==> src/rtl/fp_mul_arbiter.sv <==
// fp_mul_arbiter: shares one combinational fp_mul between NREQ requesters.
// Round-robin arbitration, one multiply in flight, operands held on mul_a/mul_b
// for LAT cycles, product returned to the winner with a one-cycle strobe.
//
// Ports:
//   clk          rising-edge clock
//   reset        synchronous active-high reset
//   req_valid    per-requester request valid              [NREQ]
//   req_a/req_b  packed operands, requester i at [32i+:32] [32*NREQ]
//   req_ready    one-hot grant (combinational, IDLE only)  [NREQ]
//   rsp_valid    one-hot response strobe                   [NREQ]
//   rsp_result   product for the flagged requester         [32]
//   mul_a/mul_b  operands to the shared fp_mul             [32]
//   mul_result   product from the shared fp_mul            [32]
//   busy         high whenever the arbiter is not idle
module fp_mul_arbiter #(
  parameter int unsigned NREQ = 2,
  parameter int unsigned LAT  = 1
) (
  input  logic                 clk,
  input  logic                 reset,
  input  logic [NREQ-1:0]      req_valid,
  input  logic [32*NREQ-1:0]   req_a,
  input  logic [32*NREQ-1:0]   req_b,
  output logic [NREQ-1:0]      req_ready,
  output logic [NREQ-1:0]      rsp_valid,
  output logic [31:0]          rsp_result,
  output logic [31:0]          mul_a,
  output logic [31:0]          mul_b,
  input  logic [31:0]          mul_result,
  output logic                 busy
);

  localparam int unsigned DW = 32;
  localparam int unsigned CW = 2;
  localparam int unsigned GW = (NREQ > 1) ? $clog2(NREQ) : 1;

  typedef enum logic [1:0] {
    S_IDLE = 2'd0,
    S_WAIT = 2'd1,
    S_RESP = 2'd2
  } state_t;

  state_t          r_state;
  logic [CW-1:0]   r_cnt;
  logic [GW-1:0]   r_g;
  logic [GW-1:0]   r_last;
  logic [DW-1:0]   r_op_a;
  logic [DW-1:0]   r_op_b;
  logic [DW-1:0]   r_res;
  logic [NREQ-1:0] r_rsp_valid;
  logic            r_busy;

  state_t          w_state_nxt;
  logic [CW-1:0]   w_cnt_nxt;
  logic [GW-1:0]   w_hi;
  logic            w_hi_vld;
  logic [GW-1:0]   w_lo;
  logic            w_lo_vld;
  logic [GW-1:0]   w_win;
  logic            w_win_vld;
  logic [DW-1:0]   w_sel_a;
  logic [DW-1:0]   w_sel_b;
  logic [NREQ-1:0] w_ready;
  logic            w_hs;
  logic            w_cap;

  // Round-robin: first valid above last_grant, else first valid at/below it.
  always_comb begin
    w_hi     = '0;
    w_hi_vld = 1'b0;
    w_lo     = '0;
    w_lo_vld = 1'b0;
    for (int unsigned i = 0; i < NREQ; i++) begin
      if (!w_hi_vld && req_valid[i] && (GW'(i) > r_last)) begin
        w_hi     = GW'(i);
        w_hi_vld = 1'b1;
      end
      if (!w_lo_vld && req_valid[i] && (GW'(i) <= r_last)) begin
        w_lo     = GW'(i);
        w_lo_vld = 1'b1;
      end
    end
    w_win     = w_hi_vld ? w_hi : w_lo;
    w_win_vld = w_hi_vld | w_lo_vld;
  end

  // Operand slice of the current winner.
  always_comb begin
    w_sel_a = '0;
    w_sel_b = '0;
    for (int unsigned i = 0; i < NREQ; i++) begin
      if (GW'(i) == w_win) begin
        w_sel_a = req_a[i*DW +: DW];
        w_sel_b = req_b[i*DW +: DW];
      end
    end
  end

  // Next-state and combinational grant.
  always_comb begin
    w_state_nxt = r_state;
    w_cnt_nxt   = r_cnt;
    w_ready     = '0;
    w_hs        = 1'b0;
    w_cap       = 1'b0;
    case (r_state)
      S_IDLE: begin
        if (w_win_vld && !reset) begin
          w_ready     = NREQ'(1) << w_win;
          w_hs        = 1'b1;
          w_state_nxt = S_WAIT;
          w_cnt_nxt   = CW'(LAT - 1);
        end
      end
      S_WAIT: begin
        if (r_cnt != '0) begin
          w_cnt_nxt = r_cnt - CW'(1);
        end else begin
          w_cap       = 1'b1;
          w_state_nxt = S_RESP;
        end
      end
      S_RESP: begin
        w_state_nxt = S_IDLE;
      end
      default: begin
        w_state_nxt = S_IDLE;
      end
    endcase
  end

  // State and datapath registers.
  always_ff @(posedge clk) begin
    if (reset) begin
      r_state     <= S_IDLE;
      r_cnt       <= '0;
      r_g         <= '0;
      r_last      <= GW'(NREQ - 1);
      r_op_a      <= '0;
      r_op_b      <= '0;
      r_res       <= '0;
      r_rsp_valid <= '0;
      r_busy      <= 1'b0;
    end else begin
      r_state <= w_state_nxt;
      r_cnt   <= w_cnt_nxt;
      if (w_hs) begin
        r_op_a <= w_sel_a;
        r_op_b <= w_sel_b;
        r_g    <= w_win;
      end
      if (w_cap) begin
        r_res <= mul_result;
      end
      if (r_state == S_RESP) begin
        r_last <= r_g;
      end
      // Strobe is registered so it lines up exactly with the RESP cycle.
      r_rsp_valid <= (w_state_nxt == S_RESP) ? (NREQ'(1) << r_g) : '0;
      r_busy      <= (w_state_nxt != S_IDLE);
    end
  end

  assign req_ready  = w_ready;
  assign rsp_valid  = r_rsp_valid;
  assign rsp_result = r_res;
  assign mul_a      = r_op_a;
  assign mul_b      = r_op_b;
  assign busy       = r_busy;

endmodule

==> config.mk <==
export PLATFORM = sky130hd
export DESIGN_NAME = fp_mul_arbiter
export DESIGN_NICKNAME = d
export VERILOG_FILES = /design/src/rtl/fp_mul_arbiter.sv
export SDC_FILE = /design/constraint.sdc
export NUM_CORES = 1
export LEC_CHECK = 0
export BUFFER_PORTS_ARGS = -buffer_cell sky130_fd_sc_hd__buf_4
export CAP_MARGIN = 20
export CORE_AREA = 2 2 104 106
export DETAILED_ROUTE_END_ITERATION = 8
export DIE_AREA = 0 0 106 108
export PLACE_DENSITY_LB_ADDON = 0.25
export SETUP_SLACK_MARGIN = 0.02
export SLEW_MARGIN = 30
export SYNTH_ARGS = -nofsm -noshare
export SYNTH_HDL_FRONTEND = slang
export SYNTH_SLANG_ARGS = --single-unit
==> constraint.sdc <==
create_clock -name clk -period 2.9 [get_ports clk]
set_input_delay 0.87 -clock clk [delete_from_list [all_inputs] [get_ports clk]]
set_output_delay 0.87 -clock clk [all_outputs]
set_load 0.02 [all_outputs]
Yosys cells after proc, flatten, opt, wreduce, memory -nomap -nowiden
Cells that the tools add are included.

cells by class
  add/sub/neg operators = 1
  multiply operators = 0
  divide/modulo/power cells = 0
  $lt $le $gt $ge = 4
  eq/ne operators = 5
  shift operators = 2
  muxes and demuxes = 21
  bitwise gates (word level) = 2
  reduce and logical (&&, ||, !) cells = 16

operators with widths
  operator                                              count
  2-to-1 mux 32 bit                                     2
  2-to-1 mux 2 bit                                      6
  2-to-1 mux 1 bit                                      11
  case mux 2 bit (2 select lines)                       2
  logical AND 1 bit                                     7
  nonzero test 2 bit                                    3
  == test 2 bit, second input constant                  2
  inequality test 2 bit, second input constant          2
  << shifter 1 x 1 -> 2 bit, first input constant       2
  logical NOT 1 bit                                     3
  AND reduction 3 bit                                   1
  == test 2 x 1 -> 1 bit, second input constant         1
  greater-than comparator 1 bit, first input constant   2
  less-or-equal comparator 1 bit, first input constant  2
  logical NOT 2 bit                                     1
  OR reduction 2 bit                                    1
  subtractor 2 x 1 -> 2 bit, second input constant      1
  NOT 1 bit                                             1
  OR 1 bit                                              1

storage, ports and cells
  bits in registers = 105
  bits in latches = 0
  RAM bits = 0
  bits in read-only memories = 0
  bits of input ports = 164
  output and inout bits = 101
  logic and storage cells = 60
  memories = 0

Depth between registers and ports, before layout
  depth in word-level cells = 14
  mapped depth = 7
  depth with buffers taken out = 5

Worst setup path after synthesis
OpenSTA, ideal clock, no wires.

  path kind = input port to output port
  from = input reset
  to = output req_ready[1]
  arrival time = 1778 ps
  required time = 2030 ps
  setup slack = 252 ps
  cell stages on the path = 3
  buffers on the path = 1
  path through = or2_1 > a2111oi_4 > buf_2

on the way
  word-level cells in the longest chain between the ends = 4

ends and longest elaborated chain
  element             RTL line  source
  start: declaration  21        input logic reset,
  logical NOT 1 bit   109       if (w_win_vld && !reset) begin
  logical AND 1 bit   109
  2-to-1 mux 2 bit    109
  2-to-1 mux 2 bit    107       case (r_state)
  end: declaration    25        output logic [NREQ-1:0] req_ready,

No other way between the ends.

Final worst setup path
Same ends and word-level chain as after synthesis.

==> out/qor.txt <==
GRT Util Overall = 20.8%
Initial DRC count = 235
Fin. Hold Viols = 0
Achievable Freq = 364 MHz
I/O Buffers = 264
Number of cells on the critical path = 4
Max FO, Critical Path = 10
Row count = 37
CP Capture Type = output pin
Netlist Area Pre-Place = 0.00398 sq mm
Most common cell after layout, fill and taps aside = buf_4
Comb pwr share = 21.3%
WHS Path Cells = 2
Setup bufs post-CTS = 0
First-pass detailed-route iteration total = 6
Final non-filler cell total = 787
Final slew viol count = 0
Antenna Diode Count = 0
Net Switching = 0.000891 W
Synth Net Count = 570
Hold WC Path Type = reg2reg
Maxcap violations = 0
FF-to-FF setup slack = 800 ps
Antenna-violating nets left = 0
GP Congestion = 0.821
Sequential-to-total area share from yosys stat = 52.8%
CP bufs+invs = 2
Worst skew pair latency = 360 ps
Hold_ws = 459 ps
Clock Root Buffer = clkbuf_8
Unique masters post-synth = 26
#FFs+latches synth = 105
CP dominant cell by count = buf_4
Slowest CP cell = a2111oi_4
Avg Vias per Cell = 5.14
Placed cell count = 771
Area of the core = 0.0102 sq mm
CTS tree = yes
Fill cells = 891
Origin of the critical flop-to-flop path = r_state[1]
Die Span Y = 108 microns
Mapped Avg Cell Area = 9.83 sq um
Cts bufs inserted = 9
Final WL = 12.7 mm
Crit Path Category = in2out
Worst Path Arrival = 1880 ps
RSZ-0062 raised after global routing = no
Worst-path clk slew = 90 ps
Largest net degree at the start of global routing = 66
Cts-stage hold buffer count = 0
Synth-to-layout area growth = 56.8%
Initial antenna violation count = 0
Slew of the pin with the lowest slew margin = 683 ps
Detailed Place HPWL = 8.97 mm
Die area = 0.0114 sq mm
Critical path, cell by cell = buf_4 -> or2_1 -> a2111oi_4 -> buf_4
Reg-to-Reg End = mul_a[3]
Total Nets Final = 811
Fin crit share = 94.8%
Outcome = finished, final reports clean
CP startpoint = reset
Most frequent cells in the layout = buf_4, dfxtp_1, nand2_1, and3_1, a221o_1
Gr ovfl total = 0
Startpoint types = input port
Tmin final = 2750 ps
Clock power frac = 30.4%
WL per Instance = 16.1 microns
Pwr dens = 537 mW/mm^2
Worst-case clock buffer depth = 2
Die Width = 106 microns
Worst setup endpoint = req_ready[1]
Rel. slew slack = 54.5%
Pleak = 3.11 nW
Setup TNS = 0 ps
Switching Share = 26.6%
Via Count = 4047
Highest cell delay on the worst timing path = 370 ps
H-tree depth = 3
Initial Util = 38.9%
Post-CTS Resized = 0
Number of global-route vias before repair = 3837
Max VDD drop = 0.000228 V
CP required = 2030 ps
Seq pwr share = 48.3%
Endpoints failing setup = 0
YS warnings = 0
Family with the most delay on the worst path = compound AO/OA/AOI/OAI gates
Clk sinks = 105
Synth Instances = 405
Fraction of layout cells with a size suffix above 1 = 44.7%
Ports = 265
DRC viols = 0
R2R depth = 4
First-pass GRT wire length = 18.9 mm
Setup Skew = 12.5 ps
Int Power = 0.00246 W
[Yosys cell counts]
cell type	number	area (sq um)
dfxtp_1	105	2100
nand2_1	66	248
and3_1	65	407
a221o_1	64	641
a21oi_1	35	175
clkbuf_1	30	113
buf_2	5	25.0
buf_6	5	56.3
inv_1	4	15.0
nand2b_1	3	18.8
nor2_1	3	11.3
nor3_1	3	15.0
and2_1	2	12.5
o21ai_0	2	10.0
o31a_1	2	17.5
a2111oi_4	1	27.5
a21o_1	1	7.51
and3b_1	1	8.76
buf_1	1	3.75
ha_1	1	12.5
mux2i_1	1	10.0
nand3b_1	1	7.51
nor4b_2	1	15.0
o311ai_0	1	8.76
or2_1	1	6.26
or3_1	1	6.26
[sequential cells by signal (all words and copies together), names as in the netlist]
signal and flops:
r_g 1, busy 1, mul_a 32, mul_b 32
rsp_valid 2, r_state 2, rsp_result 32, r_cnt 2
r_last 1
[cell families (layout without fill, tap and decap cells)]
family / after synthesis / in the layout / synth area share (%)
DFF: 105 / 105 / 52.8
buffers and inverters: 45 / 291 / 5.34
AOI/OAI and AO/OA: 106 / 106 / 22.3
and+or+nand+nor: 147 / 147 / 19.0
adders and majority gates: 1 / 1 / 0.314
muxes: 1 / 1 / 0.252
[how the worst min path moves through the flow]
stage,startpoint,end,slack [ps]
global placement,rsp_result[19],rsp_result[19],440
detailed placement,rsp_result[5],rsp_result[5],450
global route,rsp_result[26],rsp_result[26],490
floorplan,r_g,rsp_valid[0],440
finish,rsp_result[16],rsp_result[16],460
CTS,rsp_result[0],rsp_result[0],460
[stage by stage]
stage	power, W	cell area, sq um	setup slack (ps)	util, %
2_1_floorplan	0.00198	3980	252	-
3_3_place_gp	0.00235	6010	181	58.8
3_5_place_dp	0.00237	6010	145	58.8
4_1_cts	0.00338	6240	140	61.0
5_1_grt	0.00349	6240	107	61.0
6_report	0.00335	6240	150	61.0
[worst register-to-register path, delay by kind of cell, from the launching register on]
| family | cells | cell delay, ps |
|---|---|---|
| buf+inv | 1 | 610 |
| simple gates | 1 | 340 |
| flops | 1 | 430 |
| compound gates | 2 | 670 |
[power groups by stage]
stage / Combinational [W] / Sequential, W / Clock [W]
6_report: 0.000713 / 0.00162 / 0.00102
5_1_grt: 0.000762 / 0.00163 / 0.00110
4_1_cts: 0.000720 / 0.00162 / 0.00104
3_5_place_dp: 0.000722 / 0.00165 / 0
3_3_place_gp: 0.000705 / 0.00165 / 0
2_1_floorplan: 0.000208 / 0.00177 / 0
[cell type report]
cell class              instances  area (sq um)  share of cell area, %
repair buffers                271          2050                   32.8
flip-flops and latches        105          2100                   33.7
inverters                       4          15.0                  0.241
well taps                     136           170                   2.73
clock buffers                  11           151                   2.43
multi-input cells             255          1680                   26.9
clock inverters                 5          77.6                   1.24
[per-layer routing]
metal,part of all wire (%),up-vias,track usage [%],wire length [microns]
li1,-,1979,-,-
met2,50,183,35.3,6340
met5,0,-,0,0
met3,7.1,20,4.88,902
met1,41,1865,25.2,5190
met4,2.0,0,9.68,248
(Power assumes the default switching activity.)
